<file path="config.mk">
export PLATFORM = sky130hd
export DESIGN_NAME = fetch_stage
export DESIGN_NICKNAME = d
export VERILOG_FILES = /design/src/rtl/fetch_stage.sv
export SDC_FILE = /design/constraint.sdc
export NUM_CORES = 1
export LEC_CHECK = 0
export ABC_AREA = 1
export BUFFER_PORTS_ARGS = -buffer_cell sky130_fd_sc_hd__buf_2
export CORE_UTILIZATION = 57
export CTS_CLUSTER_SIZE = 20
export DETAILED_ROUTE_END_ITERATION = 10
export GPL_ROUTABILITY_DRIVEN = 0
export HOLD_SLACK_MARGIN = 0.05
export PLACE_DENSITY_LB_ADDON = 0.12
export SLEW_MARGIN = 40
export SYNTH_ARGS = -nofsm -noshare
export SYNTH_HDL_FRONTEND = slang
export SYNTH_SLANG_ARGS = --single-unit
</file>
<file path="constraint.sdc">
create_clock -name clk -period 6.8 [get_ports clk]
set_input_delay 0.68 -clock clk [delete_from_list [all_inputs] [get_ports clk]]
set_output_delay 0.68 -clock clk [all_outputs]
set_load 0.01 [all_outputs]
</file>
<file path="src/rtl/fetch_stage.sv">
// Instruction-fetch front end: PC generation, in-order I-cache requests, response
// buffering with matching PCs, and the fetch/decode pipe register.
module fetch_stage #(
  parameter int unsigned          REG_WIDTH  = 32,
  parameter logic [REG_WIDTH-1:0] RESET_PC   = 'h0000_1000,
  parameter int unsigned          FIFO_DEPTH = 2
) (
  input  logic                   clk,
  input  logic                   rst,
  input  logic                   redirect_valid,
  input  logic [REG_WIDTH-1:0]   redirect_pc,
  input  logic                   stall_D,
  output logic                   icache_req_valid,
  output logic [REG_WIDTH-1:0]   icache_req_addr,
  input  logic                   icache_req_ready,
  input  logic                   icache_resp_valid,
  input  logic [REG_WIDTH-1:0]   icache_resp_data,
  output logic                   pipe_D_valid,
  output logic [2*REG_WIDTH-1:0] pipe_D_o
);

  localparam int unsigned CNT_W = $clog2(FIFO_DEPTH) + 1;
  localparam int unsigned PTR_W = (FIFO_DEPTH > 1) ? $clog2(FIFO_DEPTH) : 1;

  typedef struct packed {
    logic [REG_WIDTH-1:0] instr;
    logic [REG_WIDTH-1:0] pc;
  } cable_pipe_D_t;

  localparam logic [REG_WIDTH-1:0] NOP    = REG_WIDTH'(32'h0000_0013);
  localparam cable_pipe_D_t        BUBBLE = '{instr: NOP, pc: '0};

  logic [REG_WIDTH-1:0] pc_q;
  logic [CNT_W-1:0]     inflight_q;
  logic [CNT_W-1:0]     drop_q;
  logic [CNT_W-1:0]     cnt_q;
  logic [PTR_W-1:0]     fifo_wr_q, fifo_rd_q;
  logic [PTR_W-1:0]     pcq_wr_q, pcq_rd_q;
  cable_pipe_D_t        fifo_mem [FIFO_DEPTH];
  logic [REG_WIDTH-1:0] pcq_mem  [FIFO_DEPTH];
  cable_pipe_D_t        pipe_q;
  logic                 pipe_valid_q;

  logic [CNT_W:0]       occupancy;
  logic                 credit_ok;
  logic                 req_fire;
  logic                 resp_ok;
  logic                 resp_keep;
  logic                 fifo_pop;
  cable_pipe_D_t        resp_entry;

  function automatic logic [PTR_W-1:0] ptr_inc(input logic [PTR_W-1:0] p);
    return (p == PTR_W'(FIFO_DEPTH - 1)) ? '0 : p + PTR_W'(1);
  endfunction

  // Credits cover both requests still in the cache and words waiting in the FIFO.
  always_comb begin
    occupancy        = {1'b0, inflight_q} + {1'b0, cnt_q};
    credit_ok        = occupancy < (CNT_W + 1)'(FIFO_DEPTH);
    icache_req_valid = !rst && !redirect_valid && credit_ok;
    req_fire         = icache_req_valid && icache_req_ready;
    resp_ok          = icache_resp_valid && (inflight_q != '0);
    resp_keep        = resp_ok && (drop_q == '0);
    fifo_pop         = !stall_D && (cnt_q != '0);
    resp_entry.instr = icache_resp_data;
    resp_entry.pc    = pcq_mem[pcq_rd_q];
  end

  assign icache_req_addr = pc_q;
  assign pipe_D_valid    = pipe_valid_q;
  assign pipe_D_o        = pipe_q;

  always_ff @(posedge clk) begin
    if (rst) begin
      pc_q         <= RESET_PC;
      inflight_q   <= '0;
      drop_q       <= '0;
      cnt_q        <= '0;
      fifo_wr_q    <= '0;
      fifo_rd_q    <= '0;
      pcq_wr_q     <= '0;
      pcq_rd_q     <= '0;
      pipe_q       <= BUBBLE;
      pipe_valid_q <= 1'b0;
    end else if (redirect_valid) begin
      // Every request still in the cache is now wrong-path and must be discarded.
      pc_q         <= redirect_pc & ~REG_WIDTH'(3);
      inflight_q   <= inflight_q - CNT_W'(resp_ok);
      drop_q       <= inflight_q - CNT_W'(resp_ok);
      cnt_q        <= '0;
      fifo_wr_q    <= '0;
      fifo_rd_q    <= '0;
      pcq_wr_q     <= '0;
      pcq_rd_q     <= '0;
      pipe_q       <= BUBBLE;
      pipe_valid_q <= 1'b0;
    end else begin
      if (req_fire) begin
        pc_q              <= pc_q + REG_WIDTH'(4);
        pcq_mem[pcq_wr_q] <= pc_q;
        pcq_wr_q          <= ptr_inc(pcq_wr_q);
      end
      inflight_q <= inflight_q + CNT_W'(req_fire) - CNT_W'(resp_ok);
      if (resp_ok && (drop_q != '0)) begin
        drop_q <= drop_q - CNT_W'(1);
      end
      if (resp_keep) begin
        fifo_mem[fifo_wr_q] <= resp_entry;
        fifo_wr_q           <= ptr_inc(fifo_wr_q);
        pcq_rd_q            <= ptr_inc(pcq_rd_q);
      end
      cnt_q <= cnt_q + CNT_W'(resp_keep) - CNT_W'(fifo_pop);
      // Pipe register reads only buffered words; no same-cycle bypass from the cache.
      if (!stall_D) begin
        if (cnt_q != '0) begin
          pipe_q       <= fifo_mem[fifo_rd_q];
          pipe_valid_q <= 1'b1;
          fifo_rd_q    <= ptr_inc(fifo_rd_q);
        end else begin
          pipe_q       <= BUBBLE;
          pipe_valid_q <= 1'b0;
        end
      end
    end
  end

  resp_without_request: assert property (@(posedge clk) disable iff (rst)
    icache_resp_valid |-> (inflight_q != '0))
    else $error("icache response with no request in flight");

endmodule

</file>
==> results.md, run 1 <==
- Bufs on Longest Clock Path: 3
- Area share of fa/ha/maj cells after synthesis: 0.932%
- Place WS: 3500 ps
- RR Endpoint: inflight_q[1]$_SDFF_PP0_
- Worst reg2reg startpoint: cnt_q[0]$_SDFF_PP0_
- F_max: 340 MHz
- DIE HEIGHT: 144 um
- Cell variety after synth: 39
- Post-synthesis xor/xnor area fraction: 0.834%
- Most common cell in the netlist: nand2_1
- DR pass1 iterations: 5
- Most used DFF post-synth: edfxtp_1
- Ys Warns: 0
- GRT met1 Usage: 29.5%
- Tightest Pin Transition: 789 ps
- DRT iter0 DRCs: 390
- Min-delay src: icache_resp_data[11]
- GR Util All Layers: 22.6%
- Hold_buf cts: 0
- Power per standard cell area: 274 nW/um^2
- Pleak: 5.04 nW
- Status: finished clean
- Die area: 20800 um^2
- Routed WL: 23100 um
- Max Cap Viol: 0
- Hold crit path type: in -> reg
- CP max stage cell: ha_1
- Grt met2 use: 39.4%
- #FFs+latches synth: 289
- Total Power: 3.70 mW
- Async SR Flop Fraction: 0%
- Endpoint type of the worst setup path: flop
- CP startpoint kind: flop
- Worst EP arrival: 3320 ps
- Synthesis-to-finish area growth: 16.9%
- Num CTS Buffers: 28
- CP Data Required Time: 7180 ps
- Peak supply drop: 0.166 mV
- CP Class: reg -> reg
- Fin Hold WS: 348 ps
- DRC viols: 0
- Starting Density: 58.8%
- Reg clk slew, reported paths: 60 ps
- Ports: 168
- CTS H-tree depth: 1
- Max Slew Vio Count: 0
- Worst-path maximum fanout: 11
- Clk root buf: clkbuf_16
- Post-CTS resize count: 0
- CTS tree: built
- Worst Skew: 9.47 ps
- Hpwl dp: 14700 um
- Top cells by count, synth: nand2_1, edfxtp_1, dfxtp_1, mux2_2, a21oi_1
- R2R depth: 12
- First-pass GRT wire length: 36300 um
- Final hold viol count: 0
- Routed len/inst: 16.2 um
- Final ANT Viol Nets: 0
- Flop-to-flop setup slack: 3860 ps
- Hold Path Stages: 1
- Post-synthesis mux area share: 8.97%
- Final setup margin: 3860 ps
- Yosys top cell area share: 47.8%
- Post-Syn Instances: 988
- Busiest layer in global routing: met2
- Initial antenna violation count: 0
- Final setup fails: 0
- Final TNS setup: 0 ps
- Met3 Usage GRT: 3.74%
- Nets: 1221
- Mapped Area: 11500 um^2
- Post-synth top area cell: edfxtp_1
- Synth top area cells: edfxtp_1, dfxtp_1, mux2_2, nand2_1, a21oi_1
- DIE WIDTH: 144 um
- Rel. slew slack: 47.4%
- Row count: 51
- Largest family of logic cells by synthesized area: simple AND/OR/NAND/NOR gates
- Critical-path cell list: nand2_1 > inv_1 > fa_1 > nor2_2 > nand3_2 > ha_1 > inv_1 > ha_1 > xor2_1 > or2_2 > nand3_1 > a21oi_1
- Register area share after synthesis: 66.0%
- Largest net degree at the start of global routing: 65
- Post-Synth Simple-Gate Area: 12.8%
- Vias in the first global route: 7173
- Via density: 5.21
- Post-Syn Area per Cell: 11.7 um^2
- Fin crit period: 2940 ps
- RSZ-0062 raised after global routing: false
- CP max stage delay: 440 ps
- GRT overflow: 0
- Post-synth EDFFs: 184
- Fin crit share: 43.2%
- Synth Area in Compound Gates: 5.95%
- I/O Buffers: 161
- Hold endpoint: fifo_mem[0][43]$_DFFE_PP_
- Via Count: 7462
- Clk_lat worst skew: 520 ps
- Clock Sinks: 289
- Share of cells above drive strength 1: 29.4%
- Core footprint: 19700 um^2
- Post-CTS setup buffers: 0
-- worst max-delay path, delay by kind of cell, from the launching register on --
family | cells | cell delay, ps
buffers and inverters | 2 | 100
adder cells (fa/ha/maj) | 3 | 1040
AO/OA/AOI/OAI | 1 | 70
XOR/XNOR | 1 | 150
AND/OR/NAND/NOR | 5 | 1050
flip-flops | 1 | 380
-- final cells by class --
type | count | area [um^2]
clock inverters | 16 | 130
clock buffers | 36 | 792
flip-flops and latches | 289 | 7630
diodes | 1 | 2.50
repair buffers | 171 | 916
multi-input cells | 585 | 3450
fillers | 1506 | 6150
well taps | 265 | 332
inverters | 68 | 255
-- report_power, final --
group | switching, mW | internal, mW
Sequential | 0.0383 | 1.91
Combinational | 0.139 | 0.0898
Clock | 0.627 | 0.895
Total | 0.804 | 2.90
-- logic make-up (layout without fill, tap and decap cells) --
kind of cell | count (synthesis) | count (layout)
buffers and inverters | 117 | 291
DFF | 289 | 289
and+or+nand+nor | 340 | 340
adders and majority gates | 8 | 8
AOI/OAI and AO/OA | 130 | 130
muxes | 92 | 92
other | 1 | 5
xor gates and xnor gates | 11 | 11
-- per-stage QoR --
step | instances | util [%] | area [um^2]
CTS | 1430 | 68.7 | 13500
finish | 1431 | 68.7 | 13500
global placement | 1375 | 63.7 | 12500
detailed placement | 1378 | 64.0 | 12600
floorplan | 991 | - | 11600
global route | 1430 | 68.7 | 13500
-- worst max path at each step --
stage | cells after the start | to | startpoint
finish | 12 | inflight_q[1]$_SDFF_PP0_ | cnt_q[0]$_SDFF_PP0_
global placement | 6 | fifo_mem[0][42]$_DFFE_PP_ | rst
global route | 11 | icache_req_addr[18]$_SDFFE_PP0P_ | inflight_q[0]$_SDFF_PP0_
floorplan | 6 | fifo_mem[1][10]$_DFFE_PP_ | rst
CTS | 12 | inflight_q[1]$_SDFF_PP0_ | inflight_q[0]$_SDFF_PP0_
detailed placement | 6 | fifo_mem[0][30]$_DFFE_PP_ | rst
-- cell usage in the layout, fill, tap and decap left out, types with 29 or more instances in the layout --
| cell | count |
|---|---|
| nand2_1 | 234 |
| edfxtp_1 | 184 |
| buf_2 | 161 |
| dfxtp_1 | 104 |
| mux2_2 | 92 |
| a21oi_1 | 87 |
| inv_1 | 65 |
| nand3_1 | 32 |
| nor2_1 | 31 |
| clkbuf_16 | 29 |
-- registers in the layout (all words and copies together), names as in the netlist, named ones only --
name             count
cnt_q                2
drop_q               2
fifo_mem           124
fifo_rd_q            1
fifo_wr_q            1
icache_req_addr     30
inflight_q           2
pcq_mem             60
pcq_rd_q             1
pcq_wr_q             1
pipe_D_o            62
pipe_D_valid         1
-- layer usage --
metal,wire [um],part of all wire (%),vias to the layer above
met5,0,0,-
met2,10900,47,220
met1,10300,44,3518
li1,-,-,3700
met4,294,1.3,0
met3,1620,7.0,24
Note: power is estimated with default switching activity, not from simulation.
==> inputs of run 2 (changes only) <==
==> constraint.sdc (replaced) <==
create_clock -name clk -period 2.85 [get_ports clk]
set_input_delay 0.285 -clock clk [delete_from_list [all_inputs] [get_ports clk]]
set_output_delay 0.285 -clock clk [all_outputs]
set_load 0.01 [all_outputs]
==> results.md, run 2 (same netlist as run 1, synthesis figures left out) <==
- Hold Path Stages: 3 (+2)
- Rel. slew slack: 52.1% (+4.7 points)
- Busiest layer in global routing: met2
- Multi-input gate area: 3440 um^2 (-0.11%)
- Placed cell area: 12600 um^2 (+0.47%)
- Synthesis-to-finish area growth: 21.9%
- Vias in the first global route: 7387 (+3.0%)
- F_max: 398 MHz (+17%)
- DIE WIDTH: 144 um (unchanged)
- GRT overflow: 0 (unchanged)
- CP max stage cell: fa_1
- Row count: 51 (unchanged)
- Reg area: 7630 um^2 (unchanged)
- Grt met2 use: 38.3% (-1.1 points)
- WP depth: 12 (unchanged)
- Layout Utilization: 71.6% (+2.9 points)
- Fin cells: 1486 (+3.8%)
- Bufs on Longest Clock Path: 3 (unchanged)
- I/O Buffers: 161 (unchanged)
- Commonest non-fill, non-tap cell in the layout: nand2_1
- CP startpoint kind: flop
- Final setup fails: 0 (unchanged)
- Min-delay src: redirect_valid
- DIE HEIGHT: 144 um (unchanged)
- Post-CTS setup buffers: 0 (unchanged)
- Clock Sinks: 289 (unchanged)
- Clk root buf: clkbuf_16
- Max Cap Viol: 0 (unchanged)
- RSZ-0062 raised after global routing: false
- Clk_lat worst skew: 530 ps (about the same)
- DRC viols: 0 (unchanged)
- Nets: 1278 (+4.7%)
- Via Count: 7734 (+3.6%)
- RR Endpoint: inflight_q[1]$_SDFF_PP0_
- Hold crit path type: in -> reg
- Ports: 168 (unchanged)
- Fin crit share: 88.2% (+45 points)
- Routed len/inst: 15.9 um (-1.6%)
- CTS tree: built
- GR Util All Layers: 22.7% (+0.16 points)
- Initial antenna violation count: 0 (unchanged)
- Top Family by Delay on Critical Path: adder cells
- Worst Skew: 6.83 ps (-2.64 ps)
- DRT iter0 DRCs: 413 (+5.9%)
- Place WS: 372 ps (-3130 ps)
- Worst-path maximum fanout: 4 (-7)
- Num CTS Buffers: 29 (+3.6%)
- Routed WL: 23600 um (+2.2%)
- Tightest Pin Transition: 719 ps (-69.9 ps)
- Max Slew Vio Count: 0 (unchanged)
- Via density: 5.20 (-0.19%)
- Fin crit period: 2520 ps (-425 ps)
- Reg clk slew, reported paths: 60 ps (about the same)
- Final setup margin: 335 ps (-3530 ps)
- R2R depth: 12 (unchanged)
- Commonest cells after routing, fill and taps aside: nand2_1, edfxtp_1, buf_2
- Ant. Diodes: 0 (-1)
- Max reg flops: 124 (unchanged)
- Buffers plus inverters on the worst setup path: 2 (unchanged)
- Flop-to-flop setup slack: 330 ps (-3530 ps)
- Hpwl dp: 14700 um (+0.48%)
- Critical-path cell list: nand2_1 > inv_1 > fa_1 > nor2_2 > nand3_2 > ha_1 > inv_1 > ha_1 > xor2_1 > or2_2 > nand3_1 > a21oi_1
- Share of cells above drive strength 1: 29.0% (-0.45 points)
- Worst reg2reg startpoint: inflight_q[0]$_SDFF_PP0_
- DP Cell Count: 1386 (+0.58%)
- Status: finished clean
- CP Class: reg -> reg
- Post-CTS resize count: 0 (unchanged)
- CTS H-tree depth: 1 (unchanged)
- Setup crit start: inflight_q[0]$_SDFF_PP0_
- Core footprint: 19700 um^2 (unchanged)
- Final TNS setup: 0 ps (unchanged)
- DR pass1 iterations: 5 (unchanged)
- Hold_buf cts: 48 (+48)
- Pleak: 5.31 nW (+5.4%)
- GRT met1 Usage: 30.5% (+0.96 points)
- Die area: 20800 um^2 (unchanged)
- Peak supply drop: 0.430 mV (+160%)
- Hold endpoint: pipe_D_o[32]$_SDFFE_PP1N_
- Fin area: 14100 um^2 (+4.3%)
- Endpoint type of the worst setup path: flop
- CP Data Required Time: 3260 ps (-3920 ps)
- Worst EP arrival: 2920 ps (-400 ps)
- Largest net degree at the start of global routing: 63 (-3.1%)
- Final hold viol count: 0 (unchanged)
- Final ANT Viol Nets: 0 (unchanged)
- Top reg by flops: fifo_mem
- Fillers: 1414 (-6.1%)
- Power per standard cell area: 641 nW/um^2 (+130%)
- First-pass GRT wire length: 36600 um (+0.74%)
- Starting Density: 58.8% (unchanged)
- CP max stage delay: 420 ps (-20 ps)
- Met3 Usage GRT: 3.61% (-0.13 points)
run 2: per-stage QoR:
stage	hold slack (ps)	power, mW
floorplan	384	5.09
global placement	423	5.27
detailed placement	433	5.29
CTS	51.7	9.09
global route	55.2	9.33
finish	61.6	9.02
run 2: how the worst max path moves through the flow:
stage / end / slack (ps)
floorplan: pcq_mem[0][10]$_DFFE_PP_ / -180
global placement: inflight_q[1]$_SDFF_PP0_ / 400
detailed placement: inflight_q[1]$_SDFF_PP0_ / 370
CTS: inflight_q[1]$_SDFF_PP0_ / 350
global route: inflight_q[1]$_SDFF_PP0_ / 200
finish: inflight_q[1]$_SDFF_PP0_ / 330
run 2: worst reg2reg max path, stage by stage (launching register included):
cell,delay [ps]
dfxtp_1,400
nand2_1,70
inv_1,60
fa_1,420
nor2_2,260
nand3_2,130
ha_1,300
inv_1,40
ha_1,170
xor2_1,150
or2_2,270
nand3_1,60
a21oi_1,60
run 2: report_power, final:
part | leakage [nW] | switching [mW] | internal [mW] | total (mW)
Combinational | 2.32 | 0.342 | 0.262 | 0.604
Sequential | 2.52 | 0.0901 | 4.56 | 4.65
Clock | 0.468 | 1.51 | 2.26 | 3.77
Total | 5.31 | 1.95 | 7.08 | 9.02
run 2: area by class of cell:
cell class	count	area share, %
sequential	289	54.2
clock inverter	15	1.09
tap	265	2.36
clock buffer	37	5.72
multi-input combinational	585	24.5
timing repair buffer	227	10.4
inverter	68	1.81
run 2: per-layer routing:
metal,share of wire (%),wire length [um]
met5,0,0
met4,1.9,453
met3,6.8,1600
met2,47,11000
met1,45,10500
==> inputs of run 3 (changes only) <==
--- a/config.mk
+++ b/config.mk
@@ -7,12 +7,15 @@
 export LEC_CHECK = 0
 export ABC_AREA = 1
 export BUFFER_PORTS_ARGS = -buffer_cell sky130_fd_sc_hd__buf_2
-export CORE_UTILIZATION = 57
+export CAP_MARGIN = 20
+export CORE_UTILIZATION = 59
+export CTS_BUF_LIST = sky130_fd_sc_hd__clkbuf_8
 export CTS_CLUSTER_SIZE = 20
 export DETAILED_ROUTE_END_ITERATION = 10
 export GPL_ROUTABILITY_DRIVEN = 0
 export HOLD_SLACK_MARGIN = 0.05
 export PLACE_DENSITY_LB_ADDON = 0.12
+export SETUP_SLACK_MARGIN = 0.5
 export SLEW_MARGIN = 40
 export SYNTH_ARGS = -nofsm -noshare
 export SYNTH_HDL_FRONTEND = slang
==> results.md, run 3 (same netlist as run 1, synthesis figures left out) <==
- Pleak: 5.38 nW (+1.3%)
- Layout Utilization: 74.1% (+2.5 points)
- Share of cells above drive strength 1: 29.7% (+0.71 points)
- CP Data Required Time: 3260 ps (about the same)
- Worst Skew: 20.1 ps (+13.2 ps)
- Final setup fails: 0 (unchanged)
- Clk root buf: clkbuf_8
- Busiest layer in global routing: met2
- Peak supply drop: 0.391 mV (-9.1%)
- Total Power: 8.43 mW (-6.5%)
- Ports: 168 (unchanged)
- DP Cell Count: 1379 (-0.51%)
- Reg area: 7630 um^2 (about the same)
- Routed WL: 24400 um (+3.3%)
- Largest net degree at the start of global routing: 64 (+1.6%)
- Int Power: 6.46 mW (-8.7%)
- Synthesis-to-finish area growth: 21.7%
- Row count: 50 (-2.0%)
- Clock Sinks: 289 (unchanged)
- I/O Buffers: 161 (unchanged)
- Starting Density: 60.9% (+2.2 points)
- GRT met1 Usage: 32.0% (+1.5 points)
- Rel. slew slack: 50.5% (-1.6 points)
- Hold crit path type: in -> reg
- Die area: 20100 um^2 (-3.3%)
- Worst-path maximum fanout: 3 (-1)
- Final setup margin: 545 ps (+210 ps)
- Reg clk slew, reported paths: 60 ps (about the same)
- Fin cells: 1519 (+2.2%)
- Hpwl dp: 14500 um (-1.4%)
- Final hold viol count: 0 (unchanged)
- Fin crit period: 2300 ps (-210 ps)
- Met3 Usage GRT: 4.96% (+1.4 points)
- Initial antenna violation count: 0 (unchanged)
- Multi-input gate area: 3490 um^2 (+1.3%)
- Vias in the first global route: 7787 (+5.4%)
- GR Util All Layers: 24.8% (+2.1 points)
- Tightest Pin Transition: 743 ps (+24.4 ps)
- Fin crit share: 80.9% (-7.4 points)
- GRT overflow: 0 (unchanged)
- Seq pwr share: 55.2% (+3.7 points)
- CTS tree: built
- Grt met2 use: 42.1% (+3.8 points)
- Final ANT Viol Nets: 0 (unchanged)
- Via Count: 7919 (+2.4%)
- Max reg flops: 124 (unchanged)
- DIE WIDTH: 142 um (-1.7%)
- Core footprint: 19000 um^2 (-3.6%)
- First-pass GRT wire length: 38700 um (+5.9%)
- Fin Hold WS: 96.2 ps (+34.6 ps)
- Fin area: 14100 um^2 (-0.15%)
- Sw frac: 23.4% (+1.8 points)
- Via density: 5.21 (+0.17%)
- CTS H-tree depth: 2 (+1)
- Fillers: 1318 (-6.8%)
- Worst EP arrival: 2720 ps (-200 ps)
- DRC viols: 0 (unchanged)
- Nets: 1301 (+1.8%)
- DIE HEIGHT: 142 um (-1.7%)
- Status: finished clean
- Endpoint type of the worst setup path: flop
- Clk_lat worst skew: 540 ps (about the same)
- Routed len/inst: 16.1 um (+1.0%)
- Final TNS setup: 0 ps (unchanged)
- DR pass1 iterations: 6 (+1)
- Placed cell area: 12700 um^2 (+0.24%)
- CP Class: reg -> reg
- Max Slew Vio Count: 0 (unchanged)
- RSZ-0062 raised after global routing: true
- Commonest cells after routing, fill and taps aside: nand2_1, edfxtp_1, buf_2
- DRT iter0 DRCs: 479 (+16%)
- Clock share of power: 37.0% (-4.8 points)
- F_max: 434 MHz (+9.1%)
- Ant. Diodes: 0 (unchanged)
- Commonest non-fill, non-tap cell in the layout: nand2_1
- Num CTS Buffers: 46 (+59%)
- CP startpoint kind: flop
- Max Cap Viol: 0 (unchanged)
- Bufs on Longest Clock Path: 3 (unchanged)
- Top reg by flops: fifo_mem
- Switching Power: 1.97 mW (+1.4%)
- Power per standard cell area: 600 nW/um^2 (-6.4%)
- Comb pwr share: 7.8% (+1.1 points)
- Place WS: 460 ps (+88.6 ps)
[run 3: cell types whose count changed in the layout (fill, tap and decap cells not counted), moves of 3 or more]
cell           previous run  this run
nor2_2                    9         6
inv_1                    65        91
dlygate4sd3_1            48        52
clkbuf_1                  3         0
bufinv_16                 3         0
dfxtp_2                   1         4
clkbuf_8                  5        50
clkinv_2                  6         1
clkbuf_16                29         0
nor2_4                    9        12
dfxtp_1                 104       101
[run 3: layout make-up]
class	instances	share of cell area [%]
clock inverters	34	0.970
repair inverters	1	0.0534
multi-input cells	585	24.8
inverters	68	1.84
clock buffers	50	4.90
flip-flops and latches	289	54.3
well taps	260	2.31
repair buffers	232	10.8
[run 3: final timing paths]
kind | start | to | slack [ps] | cells after the start
hold / removal | redirect_pc[31] | icache_req_addr[31]$_SDFFE_PP0P_ | 100 | 5
hold reg to reg | fifo_rd_q$_SDFFE_PP0P_ | flop | 440 | 1
setup / recovery | inflight_q[0]$_SDFF_PP0_ | inflight_q[1]$_SDFF_PP0_ | 550 | 12
setup reg to reg | inflight_q[0]$_SDFF_PP0_ | inflight_q[1]$_SDFF_PP0_ | 550 | 12
[run 3: power groups by stage]
stage | Sequential (mW) | Clock, mW | Combinational (mW)
CTS | 4.65 | 3.19 | 0.641
global placement | 4.73 | 0 | 0.555
detailed placement | 4.74 | 0 | 0.573
floorplan | 4.73 | 0 | 0.380
finish | 4.66 | 3.12 | 0.655
global route | 4.66 | 3.40 | 0.719
[run 3: layer usage]
metal	vias to the layer above	routed length [um]
li1	3867	-
met5	-	0
met3	37	1540
met2	285	11800
met4	0	391
met1	3730	10700
[run 3: timing repair]
item,in CTS,in global routing
pin swaps,2,4
setup endpoints to repair,1,22
gates cloned,0,1
hold endpoints to repair,85,0
hold buffers,52,0
setup buffers,1,2
resized for setup,1,7
[run 3: worst max-delay path: stages (launching register included)]
cell and delay [ps]:
dfxtp_2 350, nand2_2 60, inv_2 60, fa_2 460
nor2_4 140, nand3_2 130, ha_4 290, inv_1 30
ha_2 160, xor2_1 150, or2_4 230, nand3_2 50
a21oi_1 60
